[config.mk]
export PLATFORM = sky130hd
export DESIGN_NAME = tpu_job_arbiter_flat
export DESIGN_NICKNAME = d
export VERILOG_FILES = /design/src/rtl/tpu_job_arbiter_if.sv /design/src/rtl/tpu_job_arbiter.sv /design/src/flat_wrapper.sv
export SDC_FILE = /design/constraint.sdc
export NUM_CORES = 1
export LEC_CHECK = 0
export CAP_MARGIN = 15
export CORE_MARGIN = 10
export CORE_UTILIZATION = 30
export DETAILED_ROUTE_END_ITERATION = 8
export GPL_ROUTABILITY_DRIVEN = 0
export SYNTH_ARGS = -nofsm -noshare
export SYNTH_HDL_FRONTEND = slang
export SYNTH_SLANG_ARGS = --single-unit
[constraint.sdc]
create_clock -name clk -period 5.65 [get_ports clk]
set_input_delay 1.13 -clock clk [delete_from_list [all_inputs] [get_ports clk]]
set_output_delay 1.13 -clock clk [all_outputs]
set_load 0.01 [all_outputs]
[src/rtl/tpu_job_arbiter_if.sv]
// Bundle of requester, core and result-stream signals around the
// job arbiter; slave side is the arbiter, master side the environment.
interface tpu_job_arbiter_if;
  logic       r0_valid;
  logic [7:0] r0_data;
  logic       r0_transpose;
  logic       r0_ready;
  logic       r1_valid;
  logic [7:0] r1_data;
  logic       r1_transpose;
  logic       r1_ready;
  logic       core_load_en;
  logic [7:0] core_indata;
  logic       core_transpose;
  logic       core_done;
  logic [7:0] core_outdata;
  logic       res_valid;
  logic [7:0] res_data;
  logic       res_id;
  logic       res_last;
  logic       res_ready;
  logic [1:0] grant;
  logic       busy;
  logic       err_timeout;

  modport slave (
    input  r0_valid, r0_data, r0_transpose,
    input  r1_valid, r1_data, r1_transpose,
    output r0_ready, r1_ready,
    output core_load_en, core_indata, core_transpose,
    input  core_done, core_outdata,
    output res_valid, res_data, res_id, res_last,
    input  res_ready,
    output grant, busy, err_timeout
  );

  modport master (
    output r0_valid, r0_data, r0_transpose,
    output r1_valid, r1_data, r1_transpose,
    input  r0_ready, r1_ready,
    input  core_load_en, core_indata, core_transpose,
    output core_done, core_outdata,
    input  res_valid, res_data, res_id, res_last,
    output res_ready,
    input  grant, busy, err_timeout
  );
endinterface

[src/rtl/tpu_job_arbiter.sv]
// Round-robin sharing of one 2x2 systolic core between two requesters:
// streams 8 operand bytes in, captures 8 result bytes, returns them.
module tpu_job_arbiter #(
  parameter int TIMEOUT = 32
) (
  input logic              clk,
  input logic              rst,
  tpu_job_arbiter_if.slave bus
);
  typedef enum logic [2:0] {
    IDLE, LOAD, WAIT, CAPTURE, DRAIN
  } state_t;

  localparam logic [7:0] TMO_LAST = 8'(TIMEOUT - 1);

  state_t     state, state_nx;
  logic       owner, owner_nx;
  logic       last_owner, last_owner_nx;
  logic [2:0] beat_cnt;
  logic [2:0] cap_cnt;
  logic [2:0] rd_ptr;
  logic [7:0] tmo_cnt;
  logic       trans_q;
  logic [7:0] res_buf [8];

  logic       g_valid;
  logic       g_trans;
  logic [7:0] g_data;
  logic       beat_acc;
  logic       done_hit;
  logic       tmo_hit;
  logic       rd_acc;
  logic       drain_done;

  always_comb begin
    g_valid = owner ? bus.r1_valid : bus.r0_valid;
    g_trans = owner ? bus.r1_transpose : bus.r0_transpose;
    g_data  = owner ? bus.r1_data : bus.r0_data;
  end

  assign beat_acc   = (state == LOAD) && g_valid;
  assign done_hit   = (state == WAIT) && bus.core_done;
  assign tmo_hit    = (state == WAIT) && !bus.core_done
                      && (tmo_cnt == TMO_LAST);
  assign rd_acc     = (state == DRAIN) && bus.res_ready;
  assign drain_done = rd_acc && (rd_ptr == 3'd7);

  always_comb begin
    state_nx      = state;
    owner_nx      = owner;
    last_owner_nx = last_owner;
    unique case (state)
      IDLE: begin
        if (bus.r0_valid || bus.r1_valid) begin
          state_nx = LOAD;
          unique case (1'b1)
            bus.r0_valid && bus.r1_valid:  owner_nx = ~last_owner;
            bus.r0_valid && !bus.r1_valid: owner_nx = 1'b0;
            !bus.r0_valid && bus.r1_valid: owner_nx = 1'b1;
            default:                       owner_nx = owner;
          endcase
        end
      end
      LOAD: begin
        if (beat_acc && (beat_cnt == 3'd7))
          state_nx = WAIT;
      end
      WAIT: begin
        if (done_hit) begin
          state_nx = CAPTURE;
        end else if (tmo_hit) begin
          state_nx      = IDLE;
          last_owner_nx = owner;
        end
      end
      CAPTURE: begin
        if (cap_cnt == 3'd7)
          state_nx = DRAIN;
      end
      DRAIN: begin
        if (drain_done) begin
          state_nx      = IDLE;
          last_owner_nx = owner;
        end
      end
      default: state_nx = IDLE;
    endcase
  end

  always_ff @(posedge clk) begin
    if (rst) begin
      state      <= IDLE;
      owner      <= 1'b0;
      last_owner <= 1'b1;
    end else begin
      state      <= state_nx;
      owner      <= owner_nx;
      last_owner <= last_owner_nx;
    end
  end

  // Counters wrap to zero after their 8th step, ready for the next job.
  always_ff @(posedge clk) begin
    if (rst) begin
      beat_cnt <= '0;
      cap_cnt  <= '0;
      rd_ptr   <= '0;
      tmo_cnt  <= '0;
      trans_q  <= 1'b0;
      for (int i = 0; i < 8; i++)
        res_buf[i] <= '0;
    end else begin
      if (beat_acc)
        beat_cnt <= beat_cnt + 3'd1;
      if (beat_acc && (beat_cnt == 3'd0))
        trans_q <= g_trans;
      if (state == WAIT)
        tmo_cnt <= tmo_cnt + 8'd1;
      else
        tmo_cnt <= '0;
      if (done_hit) begin
        res_buf[0] <= bus.core_outdata;
        cap_cnt    <= 3'd1;
      end else if (state == CAPTURE) begin
        res_buf[cap_cnt] <= bus.core_outdata;
        cap_cnt          <= cap_cnt + 3'd1;
      end
      if (rd_acc)
        rd_ptr <= rd_ptr + 3'd1;
    end
  end

  // The first beat shows its own flag before it is latched.
  always_comb begin
    bus.r0_ready     = (state == LOAD) && !owner;
    bus.r1_ready     = (state == LOAD) && owner;
    bus.core_load_en = beat_acc;
    bus.core_indata  = (state == LOAD) ? g_data : 8'h00;
    if ((state == LOAD) && (beat_cnt == 3'd0))
      bus.core_transpose = g_trans;
    else
      bus.core_transpose = (state != IDLE) && trans_q;
    bus.res_valid   = (state == DRAIN);
    bus.res_data    = (state == DRAIN) ? res_buf[rd_ptr] : 8'h00;
    bus.res_id      = (state == DRAIN) && owner;
    bus.res_last    = (state == DRAIN) && (rd_ptr == 3'd7);
    bus.grant       = (state == IDLE) ? 2'b00 : {owner, ~owner};
    bus.busy        = (state != IDLE);
    bus.err_timeout = tmo_hit;
  end
endmodule

[src/flat_wrapper.sv]
// flat-port wrapper written by rule: the top's interface ports become plain ports
module tpu_job_arbiter_flat 
#(
  parameter int TIMEOUT = 32
)
  (clk, rst, bus_r0_valid, bus_r0_data, bus_r0_transpose, bus_r1_valid, bus_r1_data, bus_r1_transpose, bus_r0_ready, bus_r1_ready, bus_core_load_en, bus_core_indata, bus_core_transpose, bus_core_done, bus_core_outdata, bus_res_valid, bus_res_data, bus_res_id, bus_res_last, bus_res_ready, bus_grant, bus_busy, bus_err_timeout);
  tpu_job_arbiter_if bus_i ();
  input logic clk;
  input logic rst;
  input wire logic [$bits(bus_i.r0_valid)-1:0] bus_r0_valid;
  input wire logic [$bits(bus_i.r0_data)-1:0] bus_r0_data;
  input wire logic [$bits(bus_i.r0_transpose)-1:0] bus_r0_transpose;
  input wire logic [$bits(bus_i.r1_valid)-1:0] bus_r1_valid;
  input wire logic [$bits(bus_i.r1_data)-1:0] bus_r1_data;
  input wire logic [$bits(bus_i.r1_transpose)-1:0] bus_r1_transpose;
  output wire logic [$bits(bus_i.r0_ready)-1:0] bus_r0_ready;
  output wire logic [$bits(bus_i.r1_ready)-1:0] bus_r1_ready;
  output wire logic [$bits(bus_i.core_load_en)-1:0] bus_core_load_en;
  output wire logic [$bits(bus_i.core_indata)-1:0] bus_core_indata;
  output wire logic [$bits(bus_i.core_transpose)-1:0] bus_core_transpose;
  input wire logic [$bits(bus_i.core_done)-1:0] bus_core_done;
  input wire logic [$bits(bus_i.core_outdata)-1:0] bus_core_outdata;
  output wire logic [$bits(bus_i.res_valid)-1:0] bus_res_valid;
  output wire logic [$bits(bus_i.res_data)-1:0] bus_res_data;
  output wire logic [$bits(bus_i.res_id)-1:0] bus_res_id;
  output wire logic [$bits(bus_i.res_last)-1:0] bus_res_last;
  input wire logic [$bits(bus_i.res_ready)-1:0] bus_res_ready;
  output wire logic [$bits(bus_i.grant)-1:0] bus_grant;
  output wire logic [$bits(bus_i.busy)-1:0] bus_busy;
  output wire logic [$bits(bus_i.err_timeout)-1:0] bus_err_timeout;
  assign bus_i.r0_valid = bus_r0_valid;
  assign bus_i.r0_data = bus_r0_data;
  assign bus_i.r0_transpose = bus_r0_transpose;
  assign bus_i.r1_valid = bus_r1_valid;
  assign bus_i.r1_data = bus_r1_data;
  assign bus_i.r1_transpose = bus_r1_transpose;
  assign bus_r0_ready = bus_i.r0_ready;
  assign bus_r1_ready = bus_i.r1_ready;
  assign bus_core_load_en = bus_i.core_load_en;
  assign bus_core_indata = bus_i.core_indata;
  assign bus_core_transpose = bus_i.core_transpose;
  assign bus_i.core_done = bus_core_done;
  assign bus_i.core_outdata = bus_core_outdata;
  assign bus_res_valid = bus_i.res_valid;
  assign bus_res_data = bus_i.res_data;
  assign bus_res_id = bus_i.res_id;
  assign bus_res_last = bus_i.res_last;
  assign bus_i.res_ready = bus_res_ready;
  assign bus_grant = bus_i.grant;
  assign bus_busy = bus_i.busy;
  assign bus_err_timeout = bus_i.err_timeout;
  tpu_job_arbiter #(.TIMEOUT(TIMEOUT)) u_core (.clk(clk), .rst(rst), .bus(bus_i));
endmodule
==> metrics.yaml, run 1 <==
status: "finished, final reports clean"
path_delay_family: "buffers and inverters"
ys_ff_latch: 90
n_antenna_cell: 0
final_net_count: 460
worst-path-buf-inv: 2
avgViaCountPerCell: 4.71
fp-row-count: 44
io_buffers: 58
hold_viol_final: 0
synthFlopType: "edfxtp_1"
met2_length_um: 4770
yosys-top-cells-area: "edfxtp_1, dfxtp_1, and2_1"
worstReg2RegStart: "u_core.state[2]"
maxCapViolations: 0
cts_root_buffer: "clkbuf_16"
met3WireLength_um: 929
crit_path_frequent_cell: "clkdlybuf4s50_1"
crit_chain: "clkdlybuf4s50_1 > mux2i_1 > nor2_2 > clkdlybuf4s50_1"
setup_ws_ps: 1820
setup_viol: 0
ys_types: 44
register_area_um2: 2440
max_freq_mhz: 261
slew_headroom_pct: 38.0
synth_cells: 358
sw_frac_of_total_pct: 27.2
grt_start_max_net_pins: 30
clkSlewWorstSetupHoldPaths_ps: 60
power.total_mw: 1.68
seq_power_share_pct: 46.9
cp-start-kind: "input port"
worstSetupStartpoint: "bus_r1_valid"
drt-met1-wl_um: 4500
whs_path_depth: 1
clock_skew_ps: 10.9
clockBufferDepth: 2
grt_use_total_pct: 10.8
synth_edf_count: 64
yosys.cell_count.top_type: "and2_1"
cts_buffers: 9
syn_nets: 401
grt_pass1_vias: 3114
p_switching_uw: 456
p_per_area_nw_per_um2: 309
synth_top_cell_area_share_pct: 43.7
cts.htree.levels: 3
drtAntennaViolNets: 0
seq_area_frac_synth_pct: 55.6
cp.arrival_ps: 2700
drt_iter0_drc: 119
die_w_um: 141
rr_endpoint: "u_core.res_buf[0][2]"
hp-start: "u_core.tmo_cnt[0]"
cp_slowest_cell: "clkdlybuf4s50_1"
die_h_um: 141
ios: 59
first_pass_iters: 4
fin_crit_sh_pct: 67.8
syn_area_um2: 4390
nFillCells: 1413
worst_slew_pin_slew_ps: 929
avgSynthCellArea_um2: 12.3
yosys_warnings: 0
cts_sinks: 90
async_reset_ff_share_pct: 0
yosys-top-cells-count: "and2_1, edfxtp_1, nor2_1"
dp_slack_ps: 1820
wl_um: 10300
grt_pass1_wl_um: 16800
min_path_type: "reg -> reg"
drcViolationCount: 0
core_area_um2: 14400
ir_drop_v: 0.000146
endpoint_kind: "output port"
clkPwrFrac_pct: 32.9
min_to: "u_core.tmo_cnt[0]"
wl_per_cell_um: 16.9
clk_latency_ps: 340
drive_above_1_share_pct: 12.1
top_layer: "met4"
slowest_delay_ps: 590
dp_hpwl_um: 7290
leakagePower_nw: 1.95
min_period_ps: 3830
drv_slew: 0
required_ps: 4520
r2r_slack_ps: 3640
cts_tree: "built"
grt_antenna_before_repair: 0
yosys.area.top_type: "edfxtp_1"
fin_tns_setup_ps: 0
start_util_pct: 30.5
hold_ws_ps: 453
multiInputGateArea_um2: 1840
reg2reg_depth: 3
pwr-share-comb_pct: 20.2
dieArea_um2: 19900
critPathKind: "in -> out"
p_int_mw: 1.22
post_cts_buffers: 0
path_max_fanout: 6
area_growth_pct: 23.7
rsz0062_at_grt: "false"
cts_resized: 0
grt_overflow: 0
vias: 2856
cts_hold_buf: 0
-- cell type report --
type | count | area share [%]
tap | 184 | 4.23
timing repair buffer | 64 | 11.5
multi-input combinational | 243 | 33.8
sequential | 90 | 44.9
clock inverter | 6 | 0.736
inverter | 9 | 0.621
clock buffer | 10 | 4.21
-- kinds of logic (layout without fill, tap and decap cells) --
family / count (synthesis) / count (layout) / share of synthesized area [%]
compound gates: 21 / 21 / 3.33
simple gates: 165 / 165 / 20.6
flops: 90 / 90 / 55.6
mux: 38 / 38 / 13.2
fa+ha+maj: 11 / 11 / 3.13
xor+xnor: 8 / 8 / 1.59
buf+inv: 25 / 89 / 2.56
-- stage by stage --
stage	instances	util (%)	cell area (um2)
floorplan	358	-	4390
global placement	589	35.8	5160
detailed placement	590	35.8	5170
CTS	606	37.7	5440
global route	606	37.7	5440
finish	606	37.7	5440
-- worst reg2reg max path: cells and delay by family (launching register included) --
kind	cells	cell delay, ps
flip-flops	1	380
AND/OR/NAND/NOR	3	1270
-- layout by cell type (no fill, tap or decap), types with 3 or more instances in the layout --
| cell type | count |
|---|---|
| nor2_1 | 41 |
| edfxtp_1 | 64 |
| inv_1 | 8 |
| nor3_1 | 7 |
| mux2i_1 | 22 |
| dfxtp_1 | 26 |
| clkbuf_16 | 9 |
| clkdlybuf4s50_1 | 58 |
| or2_2 | 8 |
| nand3_1 | 4 |
| xnor2_1 | 3 |
| ha_1 | 11 |
| mux4_2 | 16 |
| buf_4 | 5 |
| o21ai_0 | 4 |
| nand2_1 | 16 |
| nand2b_1 | 3 |
| xor2_1 | 5 |
| and2_1 | 68 |
| a21oi_1 | 8 |
-- metal layers --
metal,up-vias,GRT usage (%)
li1,1388,-
met3,4,5.88
met4,0,2.01
met5,-,0
met1,1378,12.5
met2,86,17.2
-- sequential cells by signal (all words and copies together), names as in the netlist, named ones only --
name,flops
u_core.beat_cnt,3
u_core.cap_cnt,3
u_core.last_owner,1
u_core.owner,1
u_core.rd_ptr,3
u_core.res_buf,64
u_core.state,3
u_core.tmo_cnt,8
u_core.trans_q,1
-- worst max path at each step --
stage                  endpoint  cells after the start  slack [ps]
2_1_floorplan   bus_err_timeout                      2        2910
3_3_place_gp   bus_core_load_en                      4        1840
3_5_place_dp   bus_core_load_en                      4        1820
4_1_cts        bus_core_load_en                      4        1810
5_1_grt         bus_err_timeout                      4        1740
6_report       bus_core_load_en                      4        1820
-- power groups by stage --
stage	Combinational (mW)	Sequential [mW]	Clock (mW)
after floorplan	0.234	0.774	0
after global placement	0.341	0.800	0
after detailed placement	0.345	0.803	0
after CTS	0.347	0.789	0.568
after global routing	0.376	0.796	0.598
final	0.340	0.788	0.552
(Power assumes the default switching activity.)
==> run 2, diff against run 1 <==
==> constraint.sdc (replaced) <==
create_clock -name clk -period 3.7 [get_ports clk]
set_input_delay 0.74 -clock clk [delete_from_list [all_inputs] [get_ports clk]]
set_output_delay 0.74 -clock clk [all_outputs]
set_load 0.01 [all_outputs]
==> run 2 against run 1 <==
  * Sequential cell count did not move
  * Register-to-register slack got worse by 1900 ps
  * Combinational power up 61%
  * Via count increased by 1.2%
  * Sequential power up 50%
  * Final cell count is 0.83% higher
  * Largest power group unchanged
  * Die area unchanged
==> metrics.yaml, run 2 (same netlist as run 1, synthesis figures left out) <==
status: "finished, final reports clean"
layout_common_cells: "and2_1, edfxtp_1, clkdlybuf4s50_1"
finalNonFillerCells: 611  # +0.83%
fp-row-count: 44  # unchanged
post_cts_buffers: 0  # unchanged
p_int_mw: 2.01  # +65%
grt_overflow: 0  # unchanged
cp-start-kind: "flip-flop"
top_regs: "u_core.res_buf x64, u_core.tmo_cnt x8"
drive_above_1_share_pct: 13.3  # +1.3 points
ir_drop_v: 0.000234  # +60%
worst_slew_pin_slew_ps: 601  # -328 ps
first_pass_iters: 4  # unchanged
endpoint_kind: "output port"
max_freq_mhz: 304
cts_resized: 0  # unchanged
die_h_um: 141  # unchanged
grt_antenna_before_repair: 0  # unchanged
clockBufferDepth: 2  # unchanged
p_switching_uw: 707  # +55%
cp.arrival_ps: 2550  # -150 ps
cts.htree.levels: 3  # unchanged
grt_pass1_wl_um: 17100  # +1.6%
max_flop_register: "u_core.res_buf"
path_max_fanout: 16  # +10
wl_per_cell_um: 17.4  # +2.8%
clk_latency_ps: 340  # about the same
sw_frac_of_total_pct: 26.0  # -1.2 points
start_util_pct: 30.5  # unchanged
n_antenna_cell: 0  # unchanged
mostFrequentLayoutCell: "and2_1"
grt_pass1_vias: 3145  # +1.0%
clock_skew_ps: 7.57  # -3.29 ps
cts_root_buffer: "clkbuf_16"
leakagePower_nw: 1.99  # +2.5%
drcViolationCount: 0  # unchanged
maxCapViolations: 0  # unchanged
area_growth_pct: 25.9
drt_iter0_drc: 145  # +22%
final_net_count: 465  # +1.1%
cts_buffers: 9  # unchanged
cts_tree: "built"
vias: 2889  # +1.2%
min_path_type: "reg -> reg"
core_area_um2: 14400  # unchanged
hold_viol_final: 0  # unchanged
rsz0062_at_grt: "false"
fin_tns_setup_ps: 0  # unchanged
cts_hold_buf: 0  # unchanged
drv_slew: 0  # unchanged
grt_use_total_pct: 10.9  # +0.18 points
critPathKind: "reg -> out"
pwr-share-comb_pct: 20.1  # about the same
io_buffers: 58  # unchanged
clkPwrFrac_pct: 36.4  # +3.5 points
dp.cells: 595  # +0.85%
min_period_ps: 3290
nFillCells: 1406  # -0.50%
dp_hpwl_um: 7450  # +2.1%
dieArea_um2: 19900  # unchanged
slew_headroom_pct: 59.9  # +22 points
seq_power_share_pct: 43.5  # -3.4 points
drtAntennaViolNets: 0  # unchanged
clkSlewWorstSetupHoldPaths_ps: 60  # about the same
ios: 59  # unchanged
largest_register_ffs: 64  # unchanged
setup_viol: 0  # unchanged
grt_start_max_net_pins: 19  # -37%
hold_ws_ps: 446  # -6.76 ps
die_w_um: 141  # unchanged
avgViaCountPerCell: 4.73  # +0.33%
final_area_um2: 5530  # +1.8%
required_ps: 2960  # -1560 ps
fin_crit_sh_pct: 88.9
p_per_area_nw_per_um2: 492  # +59%
place_area_um2: 5210  # +0.77%
cts_sinks: 90  # unchanged
wl_um: 10600  # +3.6%
run 2: cell count changes in the layout (fill, tap and decap cells not counted), sizes merged:
cell / change
buf: +5
clkinv: -3
bufinv: +2
clkbuf: -1
clkinvlp: +1
inv: +1
run 2: power by group through the flow:
| stage | Clock [mW] | Combinational (mW) | Sequential, mW |
|---|---|---|---|
| 4_1_cts | 1.02 | 0.557 | 1.18 |
| 6_report | 0.991 | 0.547 | 1.18 |
| 3_5_place_dp | 0 | 0.551 | 1.21 |
| 3_3_place_gp | 0 | 0.544 | 1.20 |
| 5_1_grt | 1.05 | 0.602 | 1.19 |
| 2_1_floorplan | 0 | 0.358 | 1.18 |
run 2: critical path, cell delays in order (launching register included):
cell,delay [ps]
dfxtp_1,480
or3b_1,620
nor3b_1,320
mux2i_1,210
clkdlybuf4s50_1,570
run 2: cell type report:
cell class	count	area [um2]	share of cell area, %
sequential	90	2440	44.1
clock buffer	9	225	4.07
multi-input combinational	243	1840	33.2
timing repair buffer	69	663	12.0
tap	184	230	4.16
clock inverter	7	100	1.81
inverter	9	33.8	0.610
run 2: final timing paths:
check | start | end | slack [ps] | depth (start not counted)
worst min-delay path | u_core.tmo_cnt[0] | u_core.tmo_cnt[0] | 450 | 1
worst min register to register | u_core.tmo_cnt[0] | u_core.tmo_cnt[0] | 450 | 1
worst max-delay path | u_core.state[0] | bus_core_transpose | 410 | 4
worst max register to register | u_core.state[0] | u_core.res_buf[0][3] | 1720 | 3
run 2: metal layers:
layer,track usage (%),wire [um]
met2,17.0,4880
met5,0,0
met4,3.48,165
met3,5.01,927
met1,13.1,4660
run 2: stage by stage:
step,setup WS (ps),utilization (%),power [mW]
after floorplan,1420,-,1.54
after global placement,702,36.1,1.75
after detailed placement,665,36.1,1.76
after CTS,381,38.4,2.76
after global routing,268,38.4,2.85
final,409,38.4,2.72
==> run 3, diff against run 2 <==
--- a/config.mk
+++ b/config.mk
@@ -5,7 +5,8 @@
 export SDC_FILE = /design/constraint.sdc
 export NUM_CORES = 1
 export LEC_CHECK = 0
-export CAP_MARGIN = 15
+export CAP_MARGIN = 10
+export CORE_ASPECT_RATIO = 1.25
 export CORE_MARGIN = 10
 export CORE_UTILIZATION = 30
 export DETAILED_ROUTE_END_ITERATION = 8
==> run 3 against run 2 <==
  * Final area is essentially flat
  * First-iteration DRC count grew 10%
  * Global-route usage shrank 0.37 points
  * Worst hold slack gained 3.5 ps
  * Final cell count shrank 1.3%
  * Clock skew shrank 1.1 ps
  * Combinational power shrank 0.9%
  * Die area grew 0.15%
  * Count of clock-buffer cells in the layout is the same
  * Wire length shrank 5.7%
  * Via count shrank 1.0%
  * Critical path depth is the same
  * Largest cell class unchanged
==> metrics.yaml, run 3 (same netlist as run 1, synthesis figures left out) <==
min_path_type: "reg -> reg"
wl_um: 10000  # -5.7%
cts_resized: 0  # unchanged
final_net_count: 463  # -0.43%
nFillCells: 1378  # -2.0%
fin_tns_setup_ps: 0  # unchanged
drtAntennaViolNets: 0  # unchanged
drive_above_1_share_pct: 13.2  # -0.17 points
post_cts_buffers: 0  # unchanged
vias: 2860  # -1.0%
mostFrequentLayoutCell: "and2_1"
fin_crit_sh_pct: 89.2  # +0.26 points
required_ps: 2960  # about the same
ios: 59  # unchanged
n_antenna_cell: 0  # unchanged
cts_hold_buf: 0  # unchanged
rsz0062_at_grt: "false"
drcViolationCount: 0  # unchanged
dp_hpwl_um: 7340  # -1.4%
clk_latency_ps: 340  # about the same
maxCapViolations: 0  # unchanged
max_freq_mhz: 303  # -0.29%
power.total_mw: 2.79  # +2.5%
core_area_um2: 14400  # -0.11%
top_regs: "u_core.res_buf x64, u_core.tmo_cnt x8"
slew_headroom_pct: 47.8  # -12 points
hold_ws_ps: 449  # +3.51 ps
avgViaCountPerCell: 4.74  # +0.31%
worst_slew_pin_slew_ps: 777  # +175 ps
wl_per_cell_um: 16.6  # -4.4%
die_w_um: 128  # -9.1%
max_flop_register: "u_core.res_buf"
area_growth_pct: 26.0  # about the same
drv_slew: 0  # unchanged
grt_start_max_net_pins: 29  # +10
endpoint_kind: "output port"
hold_viol_final: 0  # unchanged
cp-start-kind: "flip-flop"
drt_iter0_drc: 160  # +10%
status: "finished, final reports clean"
layout_common_cells: "and2_1, edfxtp_1, clkdlybuf4s50_1"
setup_viol: 0  # unchanged
io_buffers: 58  # unchanged
critPathKind: "reg -> out"
clock_skew_ps: 6.47  # -1.11 ps
cp.arrival_ps: 2560  # about the same
grt_pass1_vias: 3137  # -0.25%
fp-row-count: 49  # +11%
first_pass_iters: 4  # unchanged
p_per_area_nw_per_um2: 504  # +2.5%
path_max_fanout: 16  # unchanged
die_h_um: 155  # +10%
cts_tree: "built"
cts_root_buffer: "clkbuf_16"
start_util_pct: 30.5  # +0.034 points
grt_antenna_before_repair: 0  # unchanged
largest_register_ffs: 64  # unchanged
min_period_ps: 3300  # +9.66 ps
cts_buffers: 9  # unchanged
cts_sinks: 90  # unchanged
grt_pass1_wl_um: 16500  # -3.1%
dieArea_um2: 19900  # +0.15%
grt_use_total_pct: 10.6  # -0.37 points
leakagePower_nw: 1.99  # about the same
grt_overflow: 0  # unchanged
clockBufferDepth: 2  # unchanged
clkSlewWorstSetupHoldPaths_ps: 60  # about the same
cts.htree.levels: 3  # unchanged
ir_drop_v: 0.000250  # +7.2%
-- run 3: cell types whose count changed in the layout (fill, tap and decap cells not counted), sizes merged --
cell | previous run | this run
bufinv | 2 | 3
clkinv | 2 | 1
buf | 11 | 9
-- run 3: where the power goes --
group	switching, mW	leakage [nW]	internal [mW]
Combinational	0.269	0.955	0.273
Sequential	0.0443	0.872	1.14
Clock	0.394	0.167	0.667
-- run 3: through the flow --
step / instance area (um2) / worst slack, ps / utilization [%] / std cells
finish: 5540 / 399 / 38.4 / 603
global route: 5540 / 207 / 38.4 / 603
CTS: 5540 / 364 / 38.4 / 603
detailed placement: 5190 / 681 / 36.0 / 587
global placement: 5190 / 695 / 36.0 / 587
floorplan: 4390 / 1420 / - / 358
-- run 3: area by class of cell --
type                            count  area [um2]  area share [%]
Clock buffer                        9         225            4.07
Clock inverter                      7         124            2.24
Inverter                            9        33.8           0.610
Multi-Input combinational cell    243        1840            33.2
Sequential cell                    90        2440            44.1
Tap cell                          178         223            4.02
Timing Repair Buffer               67         648            11.7
-- run 3: routing by layer --
metal  global-route usage [%]  routed length [um]  vias up
met5                        0                   0        -
met4                     4.19                 186        0
met3                     4.42                 789       15
met2                     16.9                4770       80
met1                     12.2                4290     1368
li1                         -                   -     1397
-- run 3: final timing paths --
| check | start | to | slack [ps] | cells after the start |
|---|---|---|---|---|
| worst min register to register | u_core.tmo_cnt[0] | u_core.tmo_cnt[0] | 450 | 1 |
| worst max-delay path | u_core.state[0] | bus_core_transpose | 400 | 4 |
| worst max register to register | u_core.state[2] | u_core.res_buf[2][2] | 1560 | 3 |
| worst min-delay path | u_core.tmo_cnt[0] | u_core.tmo_cnt[0] | 450 | 1 |
-- run 3: critical path, stage by stage, from the launching register on --
cell             delay [ps]
dfxtp_1                 480
or3b_1                  630
nor3b_1                 330
mux2i_1                 220
clkdlybuf4s50_1         560
==> edit (settings of run 1) <==
The 5 states of `state_t` get a one-hot encoding in 5 bits.
--- a/src/rtl/tpu_job_arbiter.sv
+++ b/src/rtl/tpu_job_arbiter.sv
@@ -8,6 +8,6 @@
   tpu_job_arbiter_if.slave bus
 );
-  typedef enum logic [2:0] {
-    IDLE, LOAD, WAIT, CAPTURE, DRAIN
+  typedef enum logic [4:0] {
+    IDLE = 5'b00001, LOAD = 5'b00010, WAIT = 5'b00100, CAPTURE = 5'b01000, DRAIN = 5'b10000
   } state_t;
 
Formal check against the unedited RTL: no difference found for any inputs over 10 cycles, from zero or initial values and one cycle with rst high; not proved beyond that.
==> edit against run 1 <==
- synthesized area up 2.3%
- sequential cell count up 2
- total power fell by 8.2%
- final area rose by 3.1%
- wire length shrank 0.28%
- final cell count up 2.0%
- worst hold slack improved by 0.010 ns
- synthesized cell count up 2.5%
- setup slack got worse by 0.020 ns
- combinational power fell by 45%
- global-route usage fell by 0.24 points
- register-to-register slack worse by 0.40 ns
- critical endpoint unchanged
==> edit: results (changes against run 1) <==
r2r_start: "u_core.state[0]$_SDFFE_PP1P_"
nNetsFinal: 472  # +2.6%
grt.total_usage: 0.1051  # -0.002391
grtUsageMet1: 0.1284  # +0.003681
worstRegToRegCells: 4  # +1
hpwl_um: 7379  # +1.2%
clock_latency_ns: 0.35
grt_pass1_vias: 3024  # -2.9%
worstPathArrival_ns: 2.72  # +0.02 ns
drt_iter0_drc: 191  # +61%
synth_compound_area_frac: 0.03506  # +0.001744
fin_skew_ns: 0.01023  # -0.0006372 ns
fin_crit_ns: 3.848  # +0.02029 ns
ir_drop_v: 0.0001338  # -8.7%
synth_fa_ha_area_frac: 0.03061  # -0.0007146
internal-power_mw: 1.148  # -6.2%
regArea_mm2: 0.002482  # +1.6%
p_leak_nw: 1.977  # +1.6%
synthXorXnorAreaFrac: 0.01753  # +0.001584
fillers: 1374  # -2.8%
dpl_worst_slack_ns: 1.803  # -0.01620 ns
slew-limit-headroom: 0.3672  # -0.01268
num_vias: 2935  # +2.8%
use_met2: 0.1700  # -0.002141
grt_start_max_net_pins: 24  # -20%
status: "complete, no violations"
synth_cell_types: 47  # +6.8%
synth.area.top_cells: "edfxtp_1 (43%), dfxtp_1 (12%), and2_1 (9.3%)"
muxShareOfSynthArea: 0.1313  # -0.0007885
synthTopCellsByCount: "and2_1 (67), edfxtp_1 (64), nor2_1 (41)"
yosysSeqAreaShare: 0.5520  # -0.003777
syn_nets: 410  # +2.2%
gr-usage-met3: 0.03905  # -0.01973
grt_pass1_wl_um: 16620  # -1.0%
reg_top3: "u_core.res_buf x64, u_core.tmo_cnt x8, u_core.state x5"
wire_per_inst_um: 16.55  # -2.2%
r2r_slack_ns: 3.24  # -0.40 ns
==> edit: cell families (layout without fill, tap and decap cells) <==
group	after synthesis	count (layout)
DFF	92	92
muxes	39	39
AOI/OAI and AO/OA	24	24
xor gates and xnor gates	9	9
and+or+nand+nor	171	171
adders and majority gates	11	11
buffers and inverters	21	88
==> edit: layout make-up <==
type	instances	share of cell area
clock buffers	9	0.04018
inverters	8	0.005357
well taps	184	0.04107
clock inverters	7	0.01228
flip-flops and latches	92	0.4429
repair buffers	64	0.1152
multi-input cells	254	0.3431
==> edit: worst max-delay path, stage by stage <==
cell and delay [ns]:
clkdlybuf4s50_1 0.51, mux2i_1 0.14, nor3_4 0.32, clkdlybuf4s50_1 0.61
==> edit: how the worst max path moves through the flow <==
| stage | depth (start not counted) | to |
|---|---|---|
| 3_3_place_gp | 4 | bus_core_load_en |
| 2_1_floorplan | 5 | bus_core_transpose |
| 3_5_place_dp | 4 | bus_core_load_en |
| 5_1_grt | 4 | bus_core_load_en |
| 4_1_cts | 4 | bus_res_data[1] |
| 6_report | 4 | bus_core_load_en |
==> edit: routing by layer <==
metal	share of wire	vias to the layer above
met4	0.012	0
met5	0	-
met3	0.058	12
met1	0.45	1411
li1	-	1446
met2	0.48	66
==> edit: metrics by stage <==
stage                     hold WS, ns  area [um2]  cells
after global placement         0.4414        5276    600
after detailed placement       0.4530        5284    601
final                          0.4626        5605    618
after floorplan                0.4261        4497    367
after global routing           0.5033        5605    618
after CTS                      0.4692        5578    617
==> edit: power by group through the flow <==
stage,Sequential [mW],Combinational [mW],Clock [mW]
after floorplan,0.767,0.116,0
after global placement,0.782,0.184,0
after detailed placement,0.783,0.186,0
after CTS,0.768,0.188,0.604
after global routing,0.770,0.205,0.631
final,0.767,0.186,0.589
